$ cat config.mk
export PLATFORM = sky130hd
export DESIGN_NAME = uart_msg_sequencer
export DESIGN_NICKNAME = d
export VERILOG_FILES = /design/src/rtl/uart_pkg.sv /design/src/rtl/uart_msg_sequencer_msg_byte_mux.sv /design/src/rtl/uart_msg_sequencer.sv
export SDC_FILE = /design/constraint.sdc
export NUM_CORES = 1
export LEC_CHECK = 0
export BUFFER_PORTS_ARGS = -buffer_cell sky130_fd_sc_hd__buf_4
export CORE_AREA = 2 2 415 417
export CTS_BUF_LIST = sky130_fd_sc_hd__clkbuf_8
export CTS_CLUSTER_DIAMETER = 100
export DETAILED_ROUTE_END_ITERATION = 7
export DIE_AREA = 0 0 417 419
export SLEW_MARGIN = 0
export SYNTH_ARGS = -nofsm -noshare
export SYNTH_HDL_FRONTEND = slang
export SYNTH_HIERARCHICAL = 1
export SYNTH_SLANG_ARGS = --single-unit
$ cat constraint.sdc
create_clock -name clk -period 9 [get_ports clk]
set_input_delay 2.25 -clock clk [delete_from_list [all_inputs] [get_ports clk]]
set_output_delay 2.25 -clock clk [all_outputs]
set_load 0.05 [all_outputs]
$ cat src/rtl/uart_pkg.sv
// Shared definitions for the UART message path.
// Contents: sequencer state encoding, link timing constants and
// control-character codes used by message tables and the sequencer.
package uart_pkg;

    // Sequencer state encoding
    typedef enum logic [2:0] {
        S_IDLE  = 3'd0,
        S_LOAD  = 3'd1,
        S_FETCH = 3'd2,
        S_REQ   = 3'd3,
        S_WAIT  = 3'd4,
        S_DONE  = 3'd5
    } seq_state_e;

    // Link timing shared with uart_tx
    localparam int unsigned CLK_HZ       = 100_000_000;
    localparam int unsigned BIT_RATE     = 9_600;
    localparam int unsigned PAYLOAD_BITS = 8;

    // Control characters
    localparam logic [7:0] CR  = 8'h0D;
    localparam logic [7:0] LF  = 8'h0A;
    localparam logic [7:0] FF  = 8'h0C;
    localparam logic [7:0] NUL = 8'h00;

endpackage

$ cat src/rtl/uart_msg_sequencer_msg_byte_mux.sv
// Combinational byte selector: picks byte `ptr` of slot `idx` from the
// flat message table. Byte 0 is the most significant byte of the slot.
// Ports:
//   msg_table  flat table, slot i at [(i+1)*SLOT_W-1 : i*SLOT_W]
//   idx        slot index
//   ptr        byte pointer within the slot
//   byte_c     selected byte (combinational)
module msg_byte_mux #(
    parameter int unsigned MSG_BYTES = 16,
    parameter int unsigned NUM_MSGS  = 8,
    parameter int unsigned IDXW      = 3,
    parameter int unsigned PTRW      = 4
) (
    input  logic [NUM_MSGS*MSG_BYTES*8-1:0] msg_table,
    input  logic [IDXW-1:0]                 idx,
    input  logic [PTRW-1:0]                 ptr,
    output logic [7:0]                      byte_c
);

    localparam int unsigned SLOT_W = MSG_BYTES * 8;

    logic [SLOT_W-1:0] slot_c;

    // Slot select, then MSB-first byte select
    always_comb begin
        slot_c = msg_table[32'(idx) * SLOT_W +: SLOT_W];
        byte_c = slot_c[(MSG_BYTES - 1 - 32'(ptr)) * 8 +: 8];
    end

endmodule

$ cat src/rtl/uart_msg_sequencer.sv
// Streams a range of fixed-width text messages byte by byte into uart_tx
// over its en/busy handshake, with wrap-around ranges, NUL suppression,
// abort, completion status and a saturating bytes-sent counter.
// Ports:
//   clk, reset            clock, synchronous active-high reset
//   msg_table             flat quasi-static message table
//   seq_start/first/last  start request and slot range (sampled together)
//   seq_abort             stop the running sequence
//   seq_busy/done/aborted sequence status
//   cur_idx, bytes_sent   slot in flight, bytes accepted by uart_tx
//   tx_data, tx_en        byte and enable toward uart_tx
//   tx_busy               uart_tx busy
module uart_msg_sequencer
    import uart_pkg::*;
#(
    parameter int unsigned MSG_BYTES = 16,
    parameter int unsigned NUM_MSGS  = 8,
    parameter int unsigned SKIP_NUL  = 1,
    parameter int unsigned CNT_W     = 16
) (
    input  logic                              clk,
    input  logic                              reset,
    input  logic [NUM_MSGS*MSG_BYTES*8-1:0]   msg_table,
    input  logic                              seq_start,
    input  logic [$clog2(NUM_MSGS)-1:0]       seq_first,
    input  logic [$clog2(NUM_MSGS)-1:0]       seq_last,
    input  logic                              seq_abort,
    output logic                              seq_busy,
    output logic                              seq_done,
    output logic                              seq_aborted,
    output logic [$clog2(NUM_MSGS)-1:0]       cur_idx,
    output logic [CNT_W-1:0]                  bytes_sent,
    output logic [7:0]                        tx_data,
    output logic                              tx_en,
    input  logic                              tx_busy
);

    localparam int unsigned IDXW = $clog2(NUM_MSGS);
    localparam int unsigned PTRW = (MSG_BYTES > 1) ? $clog2(MSG_BYTES) : 1;

    seq_state_e       state_q, state_d;
    logic [IDXW-1:0]  first_q, first_d;
    logic [IDXW-1:0]  last_q, last_d;
    logic [IDXW-1:0]  cur_idx_q, cur_idx_d;
    logic [PTRW-1:0]  ptr_q, ptr_d;
    logic             abort_pend_q, abort_pend_d;
    logic [CNT_W-1:0] bytes_sent_q, bytes_sent_d;
    logic [7:0]       tx_data_q, tx_data_d;
    logic             tx_en_q, tx_en_d;
    logic             seq_busy_q, seq_busy_d;
    logic             seq_done_q, seq_done_d;
    logic             seq_aborted_q, seq_aborted_d;

    logic [7:0]       byte_c;
    logic             step_c;
    logic             finish_c;
    logic             aborting_c;

    msg_byte_mux #(
        .MSG_BYTES (MSG_BYTES),
        .NUM_MSGS  (NUM_MSGS),
        .IDXW      (IDXW),
        .PTRW      (PTRW)
    ) u_byte_mux (
        .msg_table (msg_table),
        .idx       (cur_idx_q),
        .ptr       (ptr_q),
        .byte_c    (byte_c)
    );

    // State and output registers
    always_ff @(posedge clk) begin
        if (reset) begin
            state_q       <= S_IDLE;
            first_q       <= '0;
            last_q        <= '0;
            cur_idx_q     <= '0;
            ptr_q         <= '0;
            abort_pend_q  <= 1'b0;
            bytes_sent_q  <= '0;
            tx_data_q     <= '0;
            tx_en_q       <= 1'b0;
            seq_busy_q    <= 1'b0;
            seq_done_q    <= 1'b0;
            seq_aborted_q <= 1'b0;
        end else begin
            state_q       <= state_d;
            first_q       <= first_d;
            last_q        <= last_d;
            cur_idx_q     <= cur_idx_d;
            ptr_q         <= ptr_d;
            abort_pend_q  <= abort_pend_d;
            bytes_sent_q  <= bytes_sent_d;
            tx_data_q     <= tx_data_d;
            tx_en_q       <= tx_en_d;
            seq_busy_q    <= seq_busy_d;
            seq_done_q    <= seq_done_d;
            seq_aborted_q <= seq_aborted_d;
        end
    end

    // Next-state and output logic
    always_comb begin
        state_d       = state_q;
        first_d       = first_q;
        last_d        = last_q;
        cur_idx_d     = cur_idx_q;
        ptr_d         = ptr_q;
        abort_pend_d  = abort_pend_q;
        bytes_sent_d  = bytes_sent_q;
        tx_data_d     = tx_data_q;
        tx_en_d       = 1'b0;
        seq_busy_d    = seq_busy_q;
        seq_done_d    = 1'b0;
        seq_aborted_d = seq_aborted_q;
        step_c        = 1'b0;
        finish_c      = 1'b0;
        aborting_c    = 1'b0;

        case (state_q)
            S_IDLE: begin
                // Start wins over a coincident abort
                if (seq_start) begin
                    first_d       = seq_first;
                    last_d        = seq_last;
                    bytes_sent_d  = '0;
                    seq_busy_d    = 1'b1;
                    seq_aborted_d = 1'b0;
                    abort_pend_d  = 1'b0;
                    state_d       = S_LOAD;
                end
            end
            S_LOAD: begin
                cur_idx_d = first_q;
                ptr_d     = '0;
                if (seq_abort) begin
                    finish_c   = 1'b1;
                    aborting_c = 1'b1;
                end else begin
                    state_d = S_FETCH;
                end
            end
            S_FETCH: begin
                tx_data_d = byte_c;
                if (seq_abort) begin
                    finish_c   = 1'b1;
                    aborting_c = 1'b1;
                end else if ((SKIP_NUL != 0) && (byte_c == NUL)) begin
                    step_c = 1'b1;
                end else begin
                    tx_en_d = 1'b1;
                    state_d = S_REQ;
                end
            end
            S_REQ: begin
                // Acceptance beats abort; an abort seen here is kept for WAIT
                if (tx_busy) begin
                    if (bytes_sent_q != {CNT_W{1'b1}}) begin
                        bytes_sent_d = bytes_sent_q + CNT_W'(1);
                    end
                    abort_pend_d = abort_pend_q | seq_abort;
                    state_d      = S_WAIT;
                end else if (seq_abort) begin
                    finish_c   = 1'b1;
                    aborting_c = 1'b1;
                end else begin
                    tx_en_d = 1'b1;
                end
            end
            S_WAIT: begin
                abort_pend_d = abort_pend_q | seq_abort;
                if (!tx_busy) begin
                    if (abort_pend_q || seq_abort) begin
                        finish_c   = 1'b1;
                        aborting_c = 1'b1;
                    end else begin
                        step_c = 1'b1;
                    end
                end
            end
            S_DONE: begin
                seq_busy_d = 1'b0;
                state_d    = S_IDLE;
            end
            default: state_d = S_IDLE;
        endcase

        // Advance to the next byte, next slot (wrapping) or end of range
        if (step_c) begin
            if (ptr_q == PTRW'(MSG_BYTES - 1)) begin
                if (cur_idx_q == last_q) begin
                    finish_c = 1'b1;
                end else begin
                    cur_idx_d = cur_idx_q + IDXW'(1);
                    ptr_d     = '0;
                    state_d   = S_FETCH;
                end
            end else begin
                ptr_d   = ptr_q + PTRW'(1);
                state_d = S_FETCH;
            end
        end

        if (finish_c) begin
            state_d       = S_DONE;
            seq_done_d    = 1'b1;
            seq_aborted_d = aborting_c;
        end
    end

    assign seq_busy    = seq_busy_q;
    assign seq_done    = seq_done_q;
    assign seq_aborted = seq_aborted_q;
    assign cur_idx     = cur_idx_q;
    assign bytes_sent  = bytes_sent_q;
    assign tx_data     = tx_data_q;
    assign tx_en       = tx_en_q;

endmodule

* Yosys cells after proc, flatten, opt, wreduce, memory -nomap -nowiden *
Index checks and enable logic that the tools add are counted.

storage, ports and cells
  flip-flop bits (word level) = 45
  input port bits = 1035
  output and inout bits = 31
  word-level logic and storage cells = 94

cells by class
  add/sub/neg operators = 4
  equal/unequal tests = 11
  shift operators = 2
  muxes and demuxes = 48
  bitwise logic cells = 1
  reductions and logical operators = 15

operators with widths
  cell                                                  number
  variable part select 1024 x 11 -> 128 bit             1
  variable part select 128 x 33 -> 8 bit                1
  2-to-1 mux 16 bit                                     3
  2-to-1 mux 3 bit                                      13
  one-hot mux 16 bit (2 select lines)                   1
  2-to-1 mux 1 bit                                      21
  adder 16 x 1 -> 16 bit (second input constant)        1
  2-to-1 mux 4 bit                                      4
  != test 16 bit (second input constant)                1
  one-hot mux 3 bit (5 select lines)                    1
  logical NOT 8 bit                                     1
  nonzero test 2 bit                                    4
  equality test 3 x 2 -> 1 bit (second input constant)  2
  equality test 3 bit (second input constant)           2
  != test 2 bit (second input constant)                 3
  one-hot mux 1 bit (2 select lines)                    3
  one-hot mux 1 bit (3 select lines)                    2
  AND reduction 2 bit                                   3
  subtractor 4 x 4 -> 5 bit (first input constant)      1
  adder 4 x 1 -> 4 bit (second input constant)          1
  equality test 4 bit (second input constant)           1
  AND reduction 4 bit                                   1
  OR reduction 2 bit                                    2
  adder 3 x 1 -> 3 bit (second input constant)          1
  7 further kinds                                       7

* Depth between registers and ports, before layout *
  depth in word-level cells = 10
  depth in mapped cells = 12
  gate-level depth less buffers = 9

* Modules after synthesis *
Netlist, hierarchy kept.

modules (own cells, without submodules)
  module              times used  cells an instance  area an instance (um^2)  seq. area each (um^2)
  msg_byte_mux        1           420                8006.4                   0.0
  uart_msg_sequencer  1           252                2185.8                   900.9

* Worst setup path before layout *
No wires, ideal clock.

  path type = input to register
  start point = input msg_table[896]
  end point = register cur_idx_q[2] (netlist: cur_idx[2])
  arrival = 5206 ps
  required time = 8926 ps
  slack = 3719 ps
  stages on the path = 9
  path buffers = 0
  cell sequence = mux4_2 mux4_2 mux4_2 mux2_2 nor4_1 a32o_2 nand4_4 or3_1 a31oi_1

between the ends
  longest elaborated chain between the ends = 7

RTL lines
  item                                       line                                   RTL
  start, declared                            uart_msg_sequencer.sv:23               input logic [NUM_MSGS*MSG_BYTES*8-1:0] msg_table,
  variable part select 1024 x 11 -> 128 bit  uart_msg_sequencer_msg_byte_mux.sv:26  slot_c = msg_table[32'(idx) * SLOT_W +: SLOT_W];
  variable part select 128 x 33 -> 8 bit     uart_msg_sequencer_msg_byte_mux.sv:27  byte_c = slot_c[(MSG_BYTES - 1 - 32'(ptr)) * 8 +: 8];
  net byte_c[0]                              uart_msg_sequencer.sv:54               logic [7:0] byte_c;
  logical NOT 8 bit                          uart_msg_sequencer.sv:148              end else if ((SKIP_NUL != 0) && (byte_c == NUL)) begin
  2-to-1 mux 1 bit                           uart_msg_sequencer.sv:148
  2-to-1 mux 1 bit                           uart_msg_sequencer.sv:145              if (seq_abort) begin
  one-hot mux 1 bit (2 select lines)         uart_msg_sequencer.sv:120              case (state_q)
  2-to-1 mux 3 bit                           uart_msg_sequencer.sv:189              if (step_c) begin
  end signal, assigned                       uart_msg_sequencer.sv:90               cur_idx_q <= cur_idx_d;
  end, declared                              uart_msg_sequencer.sv:44               logic [IDXW-1:0] cur_idx_q, cur_idx_d;

The timed path passes the listed nets, and every way through them passes these cells.
A chain may end at the register's enable or synchronous reset.

* Worst setup path after layout *
  start point = input msg_table[965]
  end point = register state_q[0]

between the ends
  longest elaborated chain between the ends = 10
  elaborated cells between the ends (all ways) = 14

RTL lines
  item                                         line                                   RTL
  variable part select 1024 x 11 -> 128 bit *  uart_msg_sequencer_msg_byte_mux.sv:26
  variable part select 128 x 33 -> 8 bit *     uart_msg_sequencer_msg_byte_mux.sv:27
  net byte_c[5]                                uart_msg_sequencer.sv:54
  logical NOT 8 bit *                          uart_msg_sequencer.sv:148
  2-to-1 mux 3 bit                             uart_msg_sequencer.sv:148
  2-to-1 mux 3 bit                             uart_msg_sequencer.sv:145
  one-hot mux 3 bit (5 select lines)           uart_msg_sequencer.sv:120
  2-to-1 mux 3 bit                             uart_msg_sequencer.sv:191              if (cur_idx_q == last_q) begin
  2-to-1 mux 3 bit                             uart_msg_sequencer.sv:190              if (ptr_q == PTRW'(MSG_BYTES - 1)) begin
  2-to-1 mux 3 bit                             uart_msg_sequencer.sv:189
  2-to-1 mux 3 bit *                           uart_msg_sequencer.sv:204              if (finish_c) begin
  end signal, assigned                         uart_msg_sequencer.sv:87               state_q <= state_d;
  end, declared                                uart_msg_sequencer.sv:41               seq_state_e state_q, state_d;

The timed path passes the listed nets; every way through them passes the cells marked *.

==> results.sh <==
export IMPL_synth_area_leaders="mux4_2, dfxtp_1, xnor2_1"
export IMPL_ys_warn_count=6
export IMPL_path_clk_slew_ns=0.10
export IMPL_synth_xor_area_share_pct=1.46
export IMPL_synth_top_area_share_pct=74.2
export IMPL_critical_path_max_fanout=7
export IMPL_post_place_ws_ns=2.72
export IMPL_cts_tree="built"
export IMPL_synth_top_family_by_area="multiplexers"
export IMPL_finalCritPeriodShare_pct=65.6
export IMPL_multiInputGateArea_mm2=0.00887
export IMPL_outcome="finished, final reports clean"
export IMPL_clockBufferDepth=2
export IMPL_final_max_slew_violation_count=0
export IMPL_die_h_um=419
export IMPL_power_density_mw_per_mm2=86.3
export IMPL_hold_path_startpoint="first_q[1]"
export IMPL_tightest_slew_ns=1.16
export IMPL_r2r_start="cur_idx[0]"
export IMPL_syn_inst=672
export IMPL_setup_viol=0
export IMPL_nFillCells=19400
export IMPL_synth_common_cells="mux4_2, dfxtp_1, clkbuf_1, nor2_1, nand2_1"
export IMPL_routed_wl_um=174000
export IMPL_worstReg2RegEnd="state_q[0]"
export IMPL_whs_endpoint="first_q[1]"
export IMPL_worstHoldPathType="flip-flop to flip-flop"
export IMPL_layout_drive_gt1_share_pct=86.4
export IMPL_cts_root_buf="clkbuf_8"
export IMPL_grt_pass1_vias=13600
export IMPL_cts_max_level=2
export IMPL_holdPathStages=2
export IMPL_synthSimpleGateAreaFrac_pct=5.94
export IMPL_coreArea_mm2=0.171
export IMPL_drt_iter0_drc=1372
export IMPL_ys_ff_latch=45
export IMPL_die_x_um=417
export IMPL_clock_sinks=45
export IMPL_fin_ws_ns=3.10
export IMPL_rsz0062_at_grt="no"
export IMPL_timing_fmax_mhz=169
export IMPL_vias=14200
export IMPL_end_kind="flip-flop"
export IMPL_vias_per_cell=3.60
export IMPL_leakage_nw=7.66
export IMPL_drcViolationCount=0
export IMPL_antenna_found_initial=284
export IMPL_r2r_cells=10
export IMPL_grt_overflow=0
export IMPL_ys_types=52
export IMPL_synth_largest_area_cell="mux4_2"
export IMPL_std_cell_rows=152
export IMPL_crit_type="primary input to flip-flop"
export IMPL_hpwlAfterDp_um=162000
export IMPL_async_flop_share_pct=0
export IMPL_start_kind="primary input"
export IMPL_synth_most_common_cell="mux4_2"
export IMPL_ios=1066
export IMPL_cts_buffers=5
export IMPL_max_cap_violations=0
export IMPL_grt_util_all_layers_pct=19.1
export IMPL_gp_congestion=1.05
export IMPL_muxShareOfSynthArea_pct=76.1
export IMPL_finalPower_mw=1.81
export IMPL_dr_pass1_iters=4
export IMPL_crit_arrival_ns=6.15
export IMPL_grt_max_degree=109
export IMPL_nets=2705
export IMPL_routedWlPerCell_um=44.0
export IMPL_cp_data_required_time_ns=9.25
export IMPL_synth_area_mm2=0.0102
export IMPL_ys_seq_area_share_pct=8.84
export IMPL_cts_resized=0
export IMPL_timing_reg2reg_setup_slack_ns=3.43
export IMPL_synthFlopType="dfxtp_1"
export IMPL_yosys_area_share_adder_pct=0.368
export IMPL_grt_pass1_wl_um=203000
export IMPL_synth_edf_count=0
export IMPL_synthToLayoutAreaGrowth_pct=106
export IMPL_start_util_pct=5.97
export IMPL_holdWs_ns=0.469
export IMPL_ant_nets=0
export IMPL_setup_tns_ns=0
export IMPL_die_area_mm2=0.175
export IMPL_cts_setup_buffers=0
export IMPL_clkLatencyLatePin_ns=0.32
export IMPL_syn_num_nets=1710
export IMPL_ctsHoldBuffers=0
export IMPL_syn_avg_cell_area_um2=15.2
export IMPL_skew_ns=0.0140
export IMPL_hold_viol=0
export IMPL_synth_compound_area_share_pct=3.13
export IMPL_postLayoutCoreUtil_pct=12.3
export IMPL_ir_worst_vdd_mv=0.0710
export IMPL_min_period_ns=5.90
export IMPL_slew_headroom_pct=22.7
export IMPL_regArea_um2=917
export IMPL_io_buffers=1065
[how the worst max path moves through the flow]
| stage | start | endpoint | slack (ns) | cells after the start |
|---|---|---|---|---|
| after floorplan | msg_table[896] | cur_idx[2] | 3.72 | 9 |
| after global placement | msg_table[209] | ptr_q[3] | 2.59 | 10 |
| after detailed placement | msg_table[209] | state_q[0] | 2.72 | 10 |
| after CTS | msg_table[209] | state_q[0] | 3.04 | 10 |
| after global routing | msg_table[965] | state_q[0] | 2.86 | 10 |
| final | msg_table[965] | state_q[0] | 3.10 | 10 |
[metal layers]
layer | vias to the layer above | GRT usage (%) | part of all wire [%] | routed length, um
met4 | 174 | 5.08 | 3.4 | 5840
met3 | 433 | 9.93 | 12 | 21100
met5 | - | 0 | 0.64 | 1120
met1 | 7207 | 22.4 | 39 | 67100
li1 | 5162 | - | - | -
met2 | 1256 | 30.3 | 45 | 78600
[worst max-delay path: stages]
cell,delay [ns]
buf_4,0.14
mux4_2,0.60
mux4_2,0.52
mux4_2,0.61
mux2_2,0.33
nor4_1,0.62
a32oi_1,0.27
nor2_1,0.45
a21oi_1,0.17
o2bb2ai_1,0.18
[power breakdown]
| group | internal [mW] | total, mW | switching (mW) |
|---|---|---|---|
| Sequential | 0.221 | 0.288 | 0.0663 |
| Clock | 0.0815 | 0.160 | 0.0784 |
| Combinational | 0.707 | 1.36 | 0.654 |
[cell usage in the layout (no fill, tap or decap), types with 8 or more instances in the layout]
master / count
buf_4: 1071
diode_2: 50
a21oi_1: 21
mux2_2: 9
mux2i_1: 9
xnor2_1: 17
nor3_1: 8
dfxtp_1: 40
mux4_2: 336
nor2_1: 33
nand3_1: 9
nand2_1: 29
[final cells by class]
class / count / share of cell area [%]
inverter: 5 / 0.0896
clock inverter: 3 / 0.185
sequential: 45 / 4.38
clock buffer: 5 / 0.328
multi-input combinational: 535 / 42.3
tap: 2233 / 13.3
timing repair buffer: 1075 / 38.8
antenna: 50 / 0.597
[sequential cells by signal (all words and copies together), names as in the netlist]
signal / cells
cur_idx: 3
state_q: 3
seq_busy: 1
last_q: 3
bytes_sent: 16
tx_en: 1
ptr_q: 4
abort_pend_q: 1
first_q: 3
tx_data: 8
seq_done: 1
seq_aborted: 1
[logic make-up after synthesis]
kind of cell / Yosys count
compound gates: 49
xor+xnor: 17
fa+ha+maj: 3
buf+inv: 92
flops: 45
mux: 354
simple gates: 112
[stage by stage]
step	cell area [um2]	std cells
2_1_floorplan	10200	672
3_3_place_gp	20700	3893
3_5_place_dp	20700	3893
4_1_cts	20800	3901
5_1_grt	20900	3926
6_report	21000	3951
No activity file was read; power rests on OpenSTA's default activity.
